===== config.mk =====
export PLATFORM = sky130hd
export DESIGN_NAME = cpu_axi_bridge
export DESIGN_NICKNAME = d
export VERILOG_FILES = /design/src/rtl/cpu_axi_bridge.sv
export SDC_FILE = /design/constraint.sdc
export NUM_CORES = 1
export LEC_CHECK = 0
export ABC_CLOCK_PERIOD_IN_PS = 4300
export BUFFER_PORTS_ARGS = -buffer_cell sky130_fd_sc_hd__buf_2
export CORE_AREA = 4 4 148 150
export DETAILED_ROUTE_END_ITERATION = 8
export DIE_AREA = 0 0 152 154
export PLACE_DENSITY = 0.59
export SYNTH_ARGS = -nofsm -noshare
export SYNTH_HDL_FRONTEND = slang
export SYNTH_SLANG_ARGS = --single-unit

===== constraint.sdc =====
create_clock -name clk -period 4.3 [get_ports clk]
set_clock_uncertainty 0.1 [all_clocks]
set_input_delay 0.86 -clock clk [delete_from_list [all_inputs] [get_ports clk]]
set_output_delay 0.86 -clock clk [all_outputs]
set_load 0.05 [all_outputs]

===== src/rtl/cpu_axi_bridge.sv =====
// cpu_axi_bridge: merges the CPU's inst and data SRAM-like ports onto one AXI3
// master. Only one AXI transaction is in flight at a time, and the data port wins
// arbitration ties.
// Optional build macro BRIDGE_PERF_CNT_EN adds perf_rd_cnt / perf_wr_cnt.
module cpu_axi_bridge #(
    parameter logic [3:0] INST_ID = 4'd0,
    parameter logic [3:0] DATA_ID = 4'd1
) (
    input  logic        clk,
    input  logic        reset,
    input  logic        inst_sram_req,
    input  logic        inst_sram_wr,
    input  logic [1:0]  inst_sram_size,
    input  logic [31:0] inst_sram_addr,
    input  logic [3:0]  inst_sram_wstrb,
    input  logic [31:0] inst_sram_wdata,
    output logic        inst_sram_addr_ok,
    output logic        inst_sram_data_ok,
    output logic [31:0] inst_sram_rdata,
    input  logic        data_sram_req,
    input  logic        data_sram_wr,
    input  logic [1:0]  data_sram_size,
    input  logic [31:0] data_sram_addr,
    input  logic [3:0]  data_sram_wstrb,
    input  logic [31:0] data_sram_wdata,
    output logic        data_sram_addr_ok,
    output logic        data_sram_data_ok,
    output logic [31:0] data_sram_rdata,
    output logic [3:0]  arid,
    output logic [31:0] araddr,
    output logic [2:0]  arsize,
    output logic        arvalid,
    input  logic        arready,
    input  logic [3:0]  rid,
    input  logic [31:0] rdata,
    input  logic        rlast,
    input  logic        rvalid,
    output logic        rready,
    output logic [3:0]  awid,
    output logic [31:0] awaddr,
    output logic [2:0]  awsize,
    output logic        awvalid,
    input  logic        awready,
    output logic [3:0]  wid,
    output logic [31:0] wdata,
    output logic [3:0]  wstrb,
    output logic        wlast,
    output logic        wvalid,
    input  logic        wready,
    input  logic [3:0]  bid,
    input  logic        bvalid,
    output logic        bready
`ifdef BRIDGE_PERF_CNT_EN
    ,
    output logic [31:0] perf_rd_cnt,
    output logic [31:0] perf_wr_cnt
`endif
);

    typedef enum logic [2:0] {
        IDLE    = 3'd0,
        RD_ADDR = 3'd1,
        RD_DATA = 3'd2,
        WR_REQ  = 3'd3,
        WR_RESP = 3'd4
    } state_e;

    state_e      state_q, state_d;
    logic        sel_data_q, sel_data_d;
    logic [1:0]  size_q, size_d;
    logic [31:0] addr_q, addr_d;
    logic [3:0]  wstrb_q, wstrb_d;
    logic [31:0] wdata_q, wdata_d;
    logic        aw_done_q, aw_done_d;
    logic        w_done_q, w_done_d;
    logic        inst_data_ok_q, inst_data_ok_d;
    logic        data_data_ok_q, data_data_ok_d;
    logic [31:0] inst_rdata_q, inst_rdata_d;
    logic [31:0] data_rdata_q, data_rdata_d;
    logic        r_hs, b_hs, aw_hs, w_hs;
    logic        unused_ok;

    // Inst port never writes, and with one outstanding transaction IDs/rlast are redundant.
    assign unused_ok = ^{inst_sram_wr, inst_sram_wstrb, inst_sram_wdata, rid, rlast, bid};

    // AXI channel drive, decoded from the state register and latched request.
    assign arvalid = (state_q == RD_ADDR);
    assign arid    = sel_data_q ? DATA_ID : INST_ID;
    assign araddr  = addr_q;
    assign arsize  = {1'b0, size_q};
    assign rready  = (state_q == RD_DATA);
    assign awvalid = (state_q == WR_REQ) && !aw_done_q;
    assign awid    = DATA_ID;
    assign awaddr  = addr_q;
    assign awsize  = {1'b0, size_q};
    assign wvalid  = (state_q == WR_REQ) && !w_done_q;
    assign wid     = DATA_ID;
    assign wdata   = wdata_q;
    assign wstrb   = wstrb_q;
    assign wlast   = 1'b1;
    assign bready  = (state_q == WR_RESP);

    assign r_hs  = rvalid & rready;
    assign b_hs  = bvalid & bready;
    assign aw_hs = awvalid & awready;
    assign w_hs  = wvalid & wready;

    assign inst_sram_data_ok = inst_data_ok_q;
    assign data_sram_data_ok = data_data_ok_q;
    assign inst_sram_rdata   = inst_rdata_q;
    assign data_sram_rdata   = data_rdata_q;

    // Next-state, request latch, write handshake tracking and completion pulses.
    always_comb begin
        state_d           = state_q;
        sel_data_d        = sel_data_q;
        size_d            = size_q;
        addr_d            = addr_q;
        wstrb_d           = wstrb_q;
        wdata_d           = wdata_q;
        aw_done_d         = aw_done_q;
        w_done_d          = w_done_q;
        inst_data_ok_d    = 1'b0;
        data_data_ok_d    = 1'b0;
        inst_rdata_d      = inst_rdata_q;
        data_rdata_d      = data_rdata_q;
        inst_sram_addr_ok = 1'b0;
        data_sram_addr_ok = 1'b0;
        case (state_q)
            IDLE: begin
                if (data_sram_req) begin
                    data_sram_addr_ok = 1'b1;
                    sel_data_d        = 1'b1;
                    size_d            = data_sram_size;
                    addr_d            = data_sram_addr;
                    wstrb_d           = data_sram_wstrb;
                    wdata_d           = data_sram_wdata;
                    state_d           = data_sram_wr ? WR_REQ : RD_ADDR;
                end else if (inst_sram_req) begin
                    inst_sram_addr_ok = 1'b1;
                    sel_data_d        = 1'b0;
                    size_d            = inst_sram_size;
                    addr_d            = inst_sram_addr;
                    wstrb_d           = 4'h0;
                    wdata_d           = 32'h0;
                    state_d           = RD_ADDR;
                end
            end
            RD_ADDR: begin
                if (arready) begin
                    state_d = RD_DATA;
                end
            end
            RD_DATA: begin
                if (r_hs) begin
                    if (sel_data_q) begin
                        data_rdata_d   = rdata;
                        data_data_ok_d = 1'b1;
                    end else begin
                        inst_rdata_d   = rdata;
                        inst_data_ok_d = 1'b1;
                    end
                    state_d = IDLE;
                end
            end
            WR_REQ: begin
                // AW and W may complete in either order or together.
                if ((aw_done_q || aw_hs) && (w_done_q || w_hs)) begin
                    aw_done_d = 1'b0;
                    w_done_d  = 1'b0;
                    state_d   = WR_RESP;
                end else begin
                    aw_done_d = aw_done_q || aw_hs;
                    w_done_d  = w_done_q || w_hs;
                end
            end
            WR_RESP: begin
                if (b_hs) begin
                    data_data_ok_d = 1'b1;
                    state_d        = IDLE;
                end
            end
            default: state_d = IDLE;
        endcase
    end

    // State and datapath registers; reset abandons any in-flight transaction.
    always_ff @(posedge clk) begin
        if (reset) begin
            state_q        <= IDLE;
            sel_data_q     <= 1'b0;
            size_q         <= 2'd0;
            addr_q         <= 32'h0;
            wstrb_q        <= 4'h0;
            wdata_q        <= 32'h0;
            aw_done_q      <= 1'b0;
            w_done_q       <= 1'b0;
            inst_data_ok_q <= 1'b0;
            data_data_ok_q <= 1'b0;
            inst_rdata_q   <= 32'h0;
            data_rdata_q   <= 32'h0;
        end else begin
            state_q        <= state_d;
            sel_data_q     <= sel_data_d;
            size_q         <= size_d;
            addr_q         <= addr_d;
            wstrb_q        <= wstrb_d;
            wdata_q        <= wdata_d;
            aw_done_q      <= aw_done_d;
            w_done_q       <= w_done_d;
            inst_data_ok_q <= inst_data_ok_d;
            data_data_ok_q <= data_data_ok_d;
            inst_rdata_q   <= inst_rdata_d;
            data_rdata_q   <= data_rdata_d;
        end
    end

`ifdef BRIDGE_PERF_CNT_EN
    logic [31:0] perf_rd_cnt_q, perf_rd_cnt_d;
    logic [31:0] perf_wr_cnt_q, perf_wr_cnt_d;

    // Count R and B handshakes; both counters wrap naturally.
    always_comb begin
        perf_rd_cnt_d = perf_rd_cnt_q;
        perf_wr_cnt_d = perf_wr_cnt_q;
        if (r_hs) perf_rd_cnt_d = perf_rd_cnt_q + 32'd1;
        if (b_hs) perf_wr_cnt_d = perf_wr_cnt_q + 32'd1;
    end

    // Performance counter registers.
    always_ff @(posedge clk) begin
        if (reset) begin
            perf_rd_cnt_q <= 32'h0;
            perf_wr_cnt_q <= 32'h0;
        end else begin
            perf_rd_cnt_q <= perf_rd_cnt_d;
            perf_wr_cnt_q <= perf_wr_cnt_d;
        end
    end

    assign perf_rd_cnt = perf_rd_cnt_q;
    assign perf_wr_cnt = perf_wr_cnt_q;
`endif

endmodule


==> impl_metrics.csv <==
group,metric,value,unit
setup_path,timing.rr.end,"araddr[28]",
setup_path,worstRegToRegCells,5,
clock_tree,cts_tree,"done",
hold_path,holdPathStages,2,
synthesis,yosysSeqAreaShare,49.8,%
final_layout,fin_nets,1114,
setup_path,slowest_delay,420,ps
setup_path,crit_arrival,1770,ps
synthesis,synth.area.mux_share,6.22,%
grt,antenna_found_initial,2,
floorplan,pin_count,384,
pwr,cellPowerDensity,549,mW/mm2
synthesis,synth_compound_area_share,16.4,%
timing,drv_slew,0,
floorplan,dieWidth,152,um
grt,use_met3,5.63,%
setup_path,crit_slowest_cell,"dfxtp_1",
grt,grt_pass1_vias,5085,
clock_tree,cts_max_path_buffers,2,
floorplan,start_util,27.6,%
timing,rsz0062_at_grt,"no",
clock_tree,htree_levels,4,
setup_path,cp-end-kind,"output port",
synthesis,syn_inst,660,
grt,grt-ovfl-total,0,
clock_tree,hold_buffers,0,
grt,grt_max_degree,93,
synthesis,netlist_area,0.00571,mm2
synthesis,async_flop_share,0,%
synthesis,ys_seq_elements,142,
synthesis,synth_edf_count,0,
route,drtIter0Drc,231,
final_layout,synthToLayoutAreaGrowth,35.9,%
final_layout,final_common_cell,"buf_2",
clock_tree,clk_pin_slew,60,ps
grt,grt_most_used_layer,"met2",
place,place_congestion,0.757,
route,drcViolationCount,0,
synthesis,synth_top_family_by_area,"compound AO/OA/AOI/OAI gates",
clock_tree,cts_buffers,17,
job,cap_violations,0,
clock_tree,cts_sinks,142,
synthesis,ys.flop_type,"dfxtp_1",
hold_path,min_to,"inst_sram_rdata[3]",
setup_path,crit_fanout,13,
clock_tree,postCtsSetupBuffers,0,
timing,max_slew_margin,33.6,%
floorplan,num_rows,53,
grt,grt_use_met2,23.6,%
route,ant_nets,0,
setup_path,rrSetupSlack,1910,ps
timing,max_freq,0.366,GHz
pwr,vdd_drop_max,0.228,mV
timing,worstMarginPinSlew,996,ps
synthesis,synth_fa_ha_area_share,0,%
route,wl_per_cell,14.6,um
timing,finalSetupTns,0,ps
setup_path,path_cells,"nor3_2 -> and2_1 -> buf_2",
synthesis,synth_cell_types,32,
synthesis,yosys-top-cells-area,"dfxtp_1 (50%), nand2_1 (8.7%), buf_4 (7.1%)",
synthesis,synth_top_area_share,49.8,%
clock_tree,root_buffer,"clkbuf_16",
hold_path,hold_path_class,"flop to flop",
timing,period_share,63.5,%
floorplan,die_h,154,um
setup_path,r2r-start,"state_q[1]",
setup_path,cp_num_buf_inv,1,
synthesis,ys_warn_count,0,
setup_path,cpLargestDelayFamily,"simple AND/OR/NAND/NOR gates",
timing,final-setup-viol-count,0,
grt,grt_pass1_wl,27400,um
pwr,p_leak,3.71,nW
route,drt_wl_total,17700,um
place,dpl.hpwl,12900,um
place,dp_cells,1178,
grt,grt_usage,14.4,%
clock_tree,clock_latency,400,ps
synthesis,avgSynthCellArea,8.65,um2
route,viasPerCell,4.43,
route,vias,5357,
timing,hold_viol,0,
hold_path,hp-start,"inst_sram_rdata[3]",
floorplan,dieArea,0.0234,mm2
clock_tree,ctsResizeCount,0,
setup_path,cp-start-kind,"flop",
route,first_pass_iters,6,
final_layout,instances_no_fill,1209,
synthesis,synth_top_area_cell,"dfxtp_1",
place,io_buffers,323,
synthesis,synth_xor_xnor_area_share,0,%
floorplan,core-area,0.0207,mm2
setup_path,critPathRequiredTime,3340,ps
run_status,status,"finished clean",
final_layout,final_cell_mix,"buf_2 (322), dfxtp_1 (142), nand2_1 (132)",
setup_path,worst-setup-path-type,"flop to output port",
final_layout,drive_above_1_share,39.4,%
synthesis,synth_simple_gate_area_share,16.4,%
timing,period_needed,2730,ps
grt,grt_util_met1,17.7,%
## state kept, by name, summed over array words and instances (netlist names)
name               cells
araddr                32
aw_done_q              1
data_sram_data_ok      1
data_sram_rdata       32
inst_sram_data_ok      1
inst_sram_rdata       32
sel_data_q             1
size_q                 2
state_q                3
w_done_q               1
wdata                 32
wstrb                  4
## cells in the mapped netlist, types with 2 or more instances
cell type  instances
nand2_1          132
nor2_1            79
and2_1             2
buf_4             54
nor3_1             3
buf_2             22
clkbuf_1          24
nand2b_1           2
nor2b_1            2
a211oi_1          34
nor3b_1            3
a22oi_1           36
dfxtp_1          142
mux2i_1           34
a21oi_1           72
buf_6              2
conb_1             2
## routing by layer
layer	up-vias	share of wire, %
li1	2705	-
met1	2441	44
met2	195	47
met3	14	7.6
met4	2	1.5
met5	-	0.074
## power by group
group	switching, mW	internal (mW)
Clock	0.555	0.922
Combinational	0.968	0.296
Sequential	0.0864	1.43
Total	1.61	2.65
## layout make-up
cell class | instances | area [um2]
Antenna cell | 1 | 2.50
Clock buffer | 20 | 447
Clock inverter | 10 | 140
Fill cell | 2207 | 12900
Inverter | 1 | 3.75
Multi-Input combinational cell | 427 | 2290
Sequential cell | 142 | 2840
Tap cell | 275 | 344
Timing Repair Buffer | 333 | 1690
## per-stage QoR
stage	hold slack (ps)	setup WS [ps]	cell area (um2)	power, mW	utilization [%]
finish	351	1570	7760	4.26	37.5
global route	364	1440	7760	4.47	37.5
CTS	353	1530	7760	4.33	37.5
detailed placement	345	1570	7170	2.82	34.7
global placement	339	1630	7170	2.81	34.7
floorplan	396	1420	5750	2.60	-
## logic make-up (layout without fill, tap and decap cells)
group | count (synthesis) | in the layout
AOI/OAI and AO/OA | 148 | 148
buffers and inverters | 103 | 364
DFF | 142 | 142
muxes | 35 | 35
other | 2 | 15
and+or+nand+nor | 230 | 230
## how the worst max path moves through the flow
stage | start | endpoint | cells after the start
floorplan | data_sram_req | inst_sram_addr_ok | 3
global placement | data_sram_req | araddr[26] | 5
detailed placement | data_sram_req | araddr[28] | 5
CTS | state_q[2] | data_sram_addr_ok | 3
global route | state_q[2] | data_sram_addr_ok | 3
finish | state_q[1] | data_sram_addr_ok | 3
## worst reg2reg max path: stages (launching register included)
cell and delay, ps:
dfxtp_1 420, nor3_2 410, o21a_2 610, buf_4 450
nor2_1 90, a211oi_1 220
Power figures use the tool's default switching activity.
